==> config.mk <==
export PLATFORM = sky130hd
export DESIGN_NAME = pt_enc_multi
export DESIGN_NICKNAME = d
export VERILOG_FILES = /design/src/rtl/pt_pkg.sv /design/src/rtl/pt_prescaler.sv /design/src/rtl/pt_enc_multi.sv
export SDC_FILE = /design/constraint.sdc
export NUM_CORES = 1
export LEC_CHECK = 0
export CORE_MARGIN = 8
export CORE_UTILIZATION = 40
export CTS_BUF_LIST = sky130_fd_sc_hd__clkbuf_4 sky130_fd_sc_hd__clkbuf_8
export CTS_CLUSTER_SIZE = 30
export DETAILED_ROUTE_END_ITERATION = 10
export HOLD_SLACK_MARGIN = 0.06
export MAX_ROUTING_LAYER = met4
export PLACE_DENSITY = 0.71
export SYNTH_ARGS = -nofsm -noshare
export SYNTH_HDL_FRONTEND = slang
export SYNTH_HIERARCHICAL = 1
export SYNTH_SLANG_ARGS = --single-unit
export TNS_END_PERCENT = 30
==> constraint.sdc <==
create_clock -name clk -period 3.09 [get_ports clk]
set_clock_uncertainty 0.15 [all_clocks]
set_input_delay 0.618 -clock clk [delete_from_list [all_inputs] [get_ports clk]]
set_output_delay 0.618 -clock clk [all_outputs]
set_load 0.05 [all_outputs]
==> src/rtl/pt_pkg.sv <==
// Shared encodings, slot timing and codebit waveform rule for the
// PT2262-style tri-state encoder.
package pt_pkg;

  localparam logic [1:0] TRIT_ZERO  = 2'b00;
  localparam logic [1:0] TRIT_ONE   = 2'b01;
  localparam logic [1:0] TRIT_FLOAT = 2'b10;
  localparam logic [1:0] TRIT_RSVD  = 2'b11;

  typedef enum logic [1:0] {
    IDLE = 2'd0,
    CODE = 2'd1,
    SYNC = 2'd2
  } pt_state_e;

  localparam int CODE_LEN = 32;
  localparam int SYNC_LEN = 128;
  localparam int PW_SHORT = 4;
  localparam int PW_LONG  = 12;

  // Level of a codebit at alpha index 0..31; bit 4 selects the 16-alpha half.
  function automatic logic code_level(input logic [1:0] trit, input logic [4:0] alpha);
    logic short_hi;
    logic long_hi;
    logic lvl;
    short_hi = (alpha[3:0] < 4'(PW_SHORT));
    long_hi  = (alpha[3:0] < 4'(PW_LONG));
    case (trit)
      TRIT_ZERO:  lvl = short_hi;
      TRIT_ONE:   lvl = long_hi;
      TRIT_FLOAT: lvl = alpha[4] ? long_hi : short_hi;
      default:    lvl = 1'b0;
    endcase
    return lvl;
  endfunction

endpackage

==> src/rtl/pt_prescaler.sv <==
// Alpha-unit prescaler: one-cycle tick every DIV enabled clocks, restartable
// so the first alpha after a load is full length.
module pt_prescaler #(
  parameter int DIV = 1
) (
  input  logic clk,
  input  logic rst,
  input  logic en,
  input  logic clr,
  output logic tick
);

  localparam int CW = (DIV > 1) ? $clog2(DIV) : 1;
  localparam logic [CW-1:0] CNT_MAX = CW'(DIV - 1);

  logic [CW-1:0] cnt_q, cnt_d;

  assign tick = en && (cnt_q == CNT_MAX);

  always_comb begin
    cnt_d = cnt_q;
    if (clr || !en || tick) cnt_d = '0;
    else                    cnt_d = cnt_q + CW'(1);
  end

  always_ff @(posedge clk or negedge rst) begin
    if (!rst) cnt_q <= '0;
    else      cnt_q <= cnt_d;
  end

endmodule

==> src/rtl/pt_enc_multi.sv <==
// Parametrised tri-state OOK encoder: NTRITS codebits plus sync per frame,
// repeated up to reps times, with a sticky stop honoured at frame end.
module pt_enc_multi
  import pt_pkg::*;
#(
  parameter int NTRITS = 12,
  parameter int DIV    = 1,
  parameter int REP_W  = 4
) (
  input  logic                  clk,
  input  logic                  rst,
  input  logic                  ld,
  input  logic [2*NTRITS-1:0]   ad,
  input  logic [REP_W-1:0]      reps,
  input  logic                  stop,
  output logic                  q,
  output logic                  busy,
  output logic                  frame_done,
  output logic                  done,
  output pt_state_e             dbg_state
);

  localparam int TW = (NTRITS > 1) ? $clog2(NTRITS) : 1;
  localparam logic [TW-1:0] LAST_TRIT = TW'(NTRITS - 1);

  pt_state_e            state_q, state_d;
  logic [2*NTRITS-1:0]  word_q, word_d;
  logic [REP_W-1:0]     frames_q, frames_d;
  logic [TW-1:0]        trit_q, trit_d;
  logic [6:0]           alpha_q, alpha_d;
  logic                 stop_q, stop_d;
  logic                 q_q, q_d;
  logic                 tick;
  logic                 accept;
  logic [1:0]           cur_trit;

  // ld/busy: ld is a request taken on any edge where busy is low; busy acts
  // as not-ready, so ld while busy (including the last frame clock) is dropped.
  assign busy      = (state_q != IDLE);
  assign accept    = (state_q == IDLE) && ld;
  assign q         = q_q;
  assign dbg_state = state_q;

  pt_prescaler #(.DIV(DIV)) u_prescaler (
    .clk  (clk),
    .rst  (rst),
    .en   (busy),
    .clr  (accept),
    .tick (tick)
  );

  always_comb begin
    state_d    = state_q;
    word_d     = word_q;
    frames_d   = frames_q;
    trit_d     = trit_q;
    alpha_d    = alpha_q;
    stop_d     = stop_q | (busy & stop);
    frame_done = 1'b0;
    done       = 1'b0;
    case (state_q)
      IDLE: begin
        if (ld) begin
          state_d  = CODE;
          word_d   = ad;
          frames_d = (reps == '0) ? REP_W'(1) : reps;
          trit_d   = '0;
          alpha_d  = '0;
          stop_d   = 1'b0;
        end
      end
      CODE: begin
        if (tick) begin
          if (alpha_q == 7'(CODE_LEN - 1)) begin
            alpha_d = '0;
            if (trit_q == LAST_TRIT) state_d = SYNC;
            else                     trit_d  = trit_q + TW'(1);
          end else begin
            alpha_d = alpha_q + 7'd1;
          end
        end
      end
      SYNC: begin
        if (tick) begin
          if (alpha_q == 7'(SYNC_LEN - 1)) begin
            frame_done = 1'b1;
            alpha_d    = '0;
            trit_d     = '0;
            // Last frame or stop pending: drop to idle, otherwise replay the word.
            if (frames_q == REP_W'(1) || stop_q) begin
              state_d = IDLE;
              done    = 1'b1;
              stop_d  = 1'b0;
            end else begin
              state_d  = CODE;
              frames_d = frames_q - REP_W'(1);
            end
          end else begin
            alpha_d = alpha_q + 7'd1;
          end
        end
      end
      default: state_d = IDLE;
    endcase
  end

  // Output level is looked up from the next slot position so q is registered
  // yet aligned with the state it belongs to.
  always_comb begin
    cur_trit = TRIT_ZERO;
    for (int i = 0; i < NTRITS; i++) begin
      if (trit_d == TW'(i)) cur_trit = word_d[2*(NTRITS-1-i) +: 2];
    end
    case (state_d)
      CODE:    q_d = code_level(cur_trit, alpha_d[4:0]);
      SYNC:    q_d = (alpha_d < 7'(PW_SHORT));
      default: q_d = 1'b0;
    endcase
  end

  always_ff @(posedge clk or negedge rst) begin
    if (!rst) begin
      state_q  <= IDLE;
      word_q   <= '0;
      frames_q <= '0;
      trit_q   <= '0;
      alpha_q  <= '0;
      stop_q   <= 1'b0;
      q_q      <= 1'b0;
    end else begin
      state_q  <= state_d;
      word_q   <= word_d;
      frames_q <= frames_d;
      trit_q   <= trit_d;
      alpha_q  <= alpha_d;
      stop_q   <= stop_d;
      q_q      <= q_d;
    end
  end

endmodule

# After elaboration in Yosys (flattened, before gate mapping)
# Cells that the tools add are included.
[totals]
regBits = 44
in_bits = 32
out_inout_bits = 6
wordCells = 113
[op_classes]
addsub = 4
order_cmp = 3
n_eq_ne = 25
n_mux = 57
n_bitwise = 3
reduce_logical = 13
[ops]
columns = ["op", "n"]
rows = [
  ["two-way mux 24 bit", 2],
  ["two-way mux 4 bit", 11],
  ["two-way mux 2 bit", 18],
  ["two-way mux 7 bit", 5],
  ["one-hot mux 7 bit (3 select lines)", 1],
  ["equality test 4 bit, second input constant", 5],
  ["equality test 4 x 3 -> 1 bit, second input constant", 4],
  ["two-way mux 1 bit", 14],
  ["one-hot mux 4 bit (3 select lines)", 1],
  ["equality test 4 x 1 -> 1 bit, second input constant", 2],
  ["equality test 4 x 2 -> 1 bit, second input constant", 2],
  ["zero test 4 bit", 2],
  ["one-hot mux 4 bit (2 select lines)", 1],
  ["adder 7 x 1 -> 7 bit, second input constant", 1],
  ["equality test 7 x 5 -> 1 bit, second input constant", 1],
  ["equality test 7 bit, second input constant", 1],
  ["less-than comparator 7 x 3 -> 1 bit, second input constant", 1],
  ["equality test 2 x 1 -> 1 bit, second input constant", 3],
  ["equality test 2 bit, second input constant", 3],
  ["inequality test 2 bit, second input constant", 3],
  ["one-hot mux 2 bit (3 select lines)", 1],
  ["AND reduction 5 bit", 1],
  ["adder 4 x 1 -> 4 bit, second input constant", 1],
  ["zero test 2 bit", 2],
  ["other kinds (14)", 19],
]

# Logic depth before layout (Yosys ltp)
[logic_depth]
depth_word = 21
depth_mapped = 19
mapped_depth_nobuf = 16

# By module
# Netlist, hierarchy kept.
[modules_own_cells]
columns = ["module", "instances", "cells_each", "area_each_um2", "seq_area_each_um2"]
rows = [
  ["pt_enc_multi", 1, 341, 2821.5, 1076.0],
  ["pt_prescaler", 1, 3, 42.5, 25.0],
]

# Least setup slack after synthesis
# No wires, ideal clock.
[synth_timing]
kind = "reg-to-reg"
from = "register state_q[0], in the netlist dbg_state[0]"
to = "register q_q, in the netlist q"
setup_time_ps = 101
t_arrival_ps = 3816
required_ps = 2839
path_slack_ps = -976
path_stages_with_launch = 18
path_buffers = 3
period_less_slack_ps = 4066
cell_sequence = "dfrtp_1 > clkbuf_1 > or2_2 > nor2b_4 > buf_4 > and4_1 > buf_2 > nand3_2 > inv_1 > and2_1 > nor2_1 > nand2_1 > nand2_1 > ha_1 > nand2b_1 > nor4_1 > o211ai_1 > o311ai_2"
[synth_via]
elab_chain_len = 20
word_cells_on_any_way = 54
cone_classes = "3 x order compare; 17 x eq/ne; 29 x mux; 5 x reduce/logical"
[synth_rtl]
columns = ["item", "line_no", "source"]
rows = [
  ["from (decl)", "pt_enc_multi.sv:26", "pt_state_e state_q, state_d;"],
  ["from (signal assigned)", "pt_enc_multi.sv:131", "state_q <= state_d;"],
  ["nonzero test 2 bit (*)", "pt_enc_multi.sv:39", "assign busy = (state_q != IDLE);"],
  ["named net busy", "pt_enc_multi.sv:17", "output logic busy,"],
  ["logical AND 1 bit (*)", "pt_prescaler.sv:18", "assign tick = en && (cnt_q == CNT_MAX);"],
  ["named net tick", "pt_enc_multi.sv:33", "logic tick;"],
  ["two-way mux 4 bit (on tied branches)", "pt_enc_multi.sv:84, pt_enc_multi.sv:73", ""],
  ["one-hot mux 4 bit (3 select lines)", "pt_enc_multi.sv:61", "case (state_q)"],
  ["zero test 4 bit", "pt_enc_multi.sv:112", "if (trit_d == TW'(i)) cur_trit = word_d[2*(NTRITS-1-i) +: 2];"],
  ["two-way mux 2 bit (12 in a row)", "pt_enc_multi.sv:112", ""],
  ["equality test 2 bit (tied with other cells)", "pt_pkg.sv:28", "case (trit)"],
  ["one-hot mux 1 bit (3 select lines)", "pt_pkg.sv:28", ""],
  ["one-hot mux 1 bit (2 select lines) (*)", "pt_enc_multi.sv:114", "case (state_d)"],
  ["named net q_d", "pt_enc_multi.sv:32", "logic q_q, q_d;"],
  ["to (signal assigned)", "pt_enc_multi.sv:137", "q_q <= q_d;"],
  ["to (decl)", "pt_enc_multi.sv:32", ""],
]
# The timed path passes the listed nets; every way through them passes the cells marked *.
# A chain may end at the register's enable or synchronous reset.

# Final worst setup path
[layout_timing]
from = "register state_q[1], in the netlist dbg_state[1]"
to = "register q_q, in the netlist q"
[layout_via]
elab_chain_len = 20
word_cells_on_any_way = 54
cone_classes = "3 x order compare; 17 x eq/ne; 29 x mux; 5 x reduce/logical"
[layout_rtl]
columns = ["item", "line_no"]
rows = [
  ["nonzero test 2 bit (*)", "pt_enc_multi.sv:39"],
  ["logical AND 1 bit (*)", "pt_prescaler.sv:18"],
  ["named net tick", "pt_enc_multi.sv:33"],
  ["two-way mux 4 bit (on tied branches)", "pt_enc_multi.sv:84, pt_enc_multi.sv:73"],
  ["one-hot mux 4 bit (3 select lines)", "pt_enc_multi.sv:61"],
  ["zero test 4 bit", "pt_enc_multi.sv:112"],
  ["two-way mux 2 bit (12 in a row)", "pt_enc_multi.sv:112"],
  ["equality test 2 bit (tied with other cells)", "pt_pkg.sv:28"],
  ["one-hot mux 1 bit (3 select lines)", "pt_pkg.sv:28"],
  ["one-hot mux 1 bit (2 select lines) (*)", "pt_enc_multi.sv:114"],
  ["named net q_d", "pt_enc_multi.sv:32"],
]
# Marked as above.

==> metrics.md <==
| Metric | Value |
|---|---|
| R2R Path End | q |
| Final setup fails | 0 |
| Remaining DRCs | 0 |
| RSZ-0062 raised after global routing | no |
| Drt first pass iters | 4 |
| Wirelength, routed | 7887 um |
| Register area share after synthesis | 0.3844 |
| Starting Density | 0.4035 |
| Reg2reg path depth | 14 |
| Detailed Route Iter0 Violations | 115 |
| First-pass GRT wire length | 13,080 um |
| Number of diodes | 0 |
| Unique masters post-synth | 69 |
| Layout fillers | 649 |
| Antenna viol nets, final | 0 |
| Leak | 1.792 nW |
| CP cell instances | or2_4 -> nor2b_4 -> and4_4 -> buf_12 -> nand3_4 -> buf_4 -> nand3_1 -> and2_2 -> buf_4 -> a32oi_1 -> o22ai_2 -> a2111oi_2 -> o211ai_1 -> o311ai_2 |
| Via Count | 2,833 |
| Vias in the first global route | 2,776 |
| Antenna violations before repair | 0 |
| Post-synth top flop | dfrtp_1 |
| Num ports | 38 |
| Nets | 462 |
| Req. time, crit path | 3.16 ns |
| Multi-input logic area | 0.001715 mm2 |
| Crit end category | register |
| Max Freq | 335.4 MHz |
| Place WS | -0.3980 ns |
| Minimum clock period | 2.981 ns |
| CP arrival | 3.05 ns |
| Post-DR vias/cell | 5.406 |
| Max incr delay on CP | 0.41 ns |
| Reg2reg setup slack | 0.11 ns |
| Detailed Place HPWL | 6088 um |
| Clock Sinks | 44 |
| Worst-path clk slew | 0.09 ns |
| Tcrit/Tclk final | 0.9648 |
| Rel. slew slack | 0.5838 |
| Cells after synthesis | 344 |
| RePlAce Congestion | 0.8978 |
| Max cap viols | 0 |
| Clk_lat worst skew | 0.31 ns |
| Worst-margin pin slew | 0.6242 ns |
| PortBufs | 37 |
| Ys async rst share | 1.000 |
| Clk root buf | clkbuf_8 |
| Die height | 100.6 um |
| CTS Buf Count | 5 |
| Post-Syn Nets | 382 |
| CTS tree | yes |
| Tot Pwr | 2.033 mW |
| CP Class | register to register |
| Synthesized cell area | 0.002864 mm2 |
| Slew Limit Fails | 0 |
| Critical path's slowest cell | dfrtp_2 |
| Worst VDD drop | 0.0002815 V |
| Area delta synth->final | 37.66% |
| Avg Synthesized Cell Area | 8.326 um2 |
| Die area | 0.01012 mm2 |
| Storage element area | 0.001104 mm2 |
| CP max FO | 14 |
| DR WL/cell | 15.05 um |
| Final hold violations | 0 |
| Max Buffers Root-to-Sink | 2 |
| Critical Path Start Type | register |
| Worst min path class | input port to async pin |
| Share of layout cells above drive strength 1 | 0.2612 |
| Core area | 0.007098 mm2 |
| Grt total ovfl | 0 |
| Final WS setup | 0.1086 ns |
| Largest net degree at the start of global routing | 28 |
| FF+latch count, synth | 44 |
| Status | completed |
| EDFF count, synth | 0 |
| Horiz. Die Dim | 100.6 um |
| CTS Hold Buffers Added | 0 |
| Syn. warnings | 6 |
| GRT Util Overall | 0.1659 |
| Pwr Density | 515.6 mW/mm2 |
| Core Rows | 31 |
| H-tree depth | 2 |
| Util after Layout | 0.5554 |
| Most used cell, CP | buf_4 |
| Reg2Reg Launch Point | dbg_state[1] |
[metal layers]
| metal | vias to the layer above | global-route usage | share of wire |
|---|---|---|---|
| met3 | 18 | 0.03039 | 0.037 |
| met1 | 1343 | 0.2036 | 0.48 |
| met5 | - | - | 0 |
| met4 | 0 | 0.07209 | 0.026 |
| met2 | 76 | 0.2608 | 0.46 |
| li1 | 1396 | - | - |
[flip-flops by register name, summed over array words and instances, names as in the netlist]
name and count:
alpha_q 7, dbg_state 2, frames_q 4, q 1, stop_q 1, trit_q 4
u_prescaler/cnt_q 1, word_q 24
[final cells by class]
cell class | count | area share
well taps | 99 | 0.03142
inverters | 19 | 0.01904
clock buffers | 6 | 0.01936
repair buffers | 92 | 0.2063
flip-flops and latches | 44 | 0.2799
clock inverters | 2 | 0.008886
multi-input cells | 262 | 0.4351
[worst max-delay path: cells and delay by family (launching register included)]
family	cells	cell delay, ns
flip-flops	1	0.41
AO/OA/AOI/OAI	5	0.96
buffers and inverters	3	0.43
AND/OR/NAND/NOR	6	0.95
[cell families after synthesis]
logic type | synth area share
flip-flops | 0.3844
AO/OA/AOI/OAI | 0.2246
XOR/XNOR | 0.003059
multiplexers | 0.03626
buffers and inverters | 0.06291
other | 0.001309
adder cells (fa/ha/maj) | 0.02621
AND/OR/NAND/NOR | 0.2613
[metrics by stage]
step                      setup TNS [ns]  hold WS [ns]  instance area (um2)  cells
after CTS                              0        0.1884                 3846    520
after detailed placement         -0.3980        0.3089                 3734    512
after floorplan                  -0.4095        0.1724                 2968    344
after global placement           -0.3584        0.3104                 3734    512
final                                  0        0.1666                 3943    524
after global routing                   0        0.2122                 3943    524
[cell usage in the layout, fill, tap and decap left out, types with 4 or more instances in the layout]
cell type,synthesis,final
a31oi_1,5,4
inv_1,16,15
mux2i_1,7,6
clkdlybuf4s50_1,0,33
nand3_1,10,10
dfrtp_1,44,42
ha_1,6,5
nand4_1,7,7
o31a_1,4,4
nor3_1,5,5
buf_4,4,53
o21ai_0,15,15
nand2_1,72,71
o31ai_1,5,5
nand2b_1,4,4
nor2_1,28,27
a21oi_1,14,14
clkbuf_8,0,5
[power by group]
| part | total (mW) | leakage (nW) | switching [mW] | internal (mW) |
|---|---|---|---|---|
| Sequential | 0.811 | 0.540 | 0.0774 | 0.734 |
| Combinational | 0.760 | 1.19 | 0.392 | 0.368 |
| Clock | 0.461 | 0.0586 | 0.212 | 0.249 |
| Total | 2.03 | 1.79 | 0.682 | 1.35 |
[worst max path at each step]
stage                       startpoint  to
after global routing      dbg_state[1]   q
after floorplan           dbg_state[0]   q
after CTS                 dbg_state[0]   q
after global placement              ld   q
after detailed placement            ld   q
final                     dbg_state[1]   q
[cell usage after synthesis, drive strengths merged (5+ instances only)]
master,instances,share of area
dfrtp,44,0.38
a31oi,5,0.011
o31ai,5,0.013
a21oi,15,0.028
nand2,72,0.094
nand3,11,0.021
nor3,5,0.0087
o21ai,17,0.030
buf,11,0.027
clkbuf,8,0.011
ha,6,0.026
and2,6,0.015
nor2,29,0.039
inv,19,0.025
nand4,7,0.015
a211oi,5,0.013
mux2i,7,0.024
[timing repair]
action,in CTS,in global routing
endpoints found under the setup margin,1,1
resized for setup,2,14
pin swaps,0,5
setup buffers,0,4
cloned,0,0
Power figures use the tool's default switching activity.
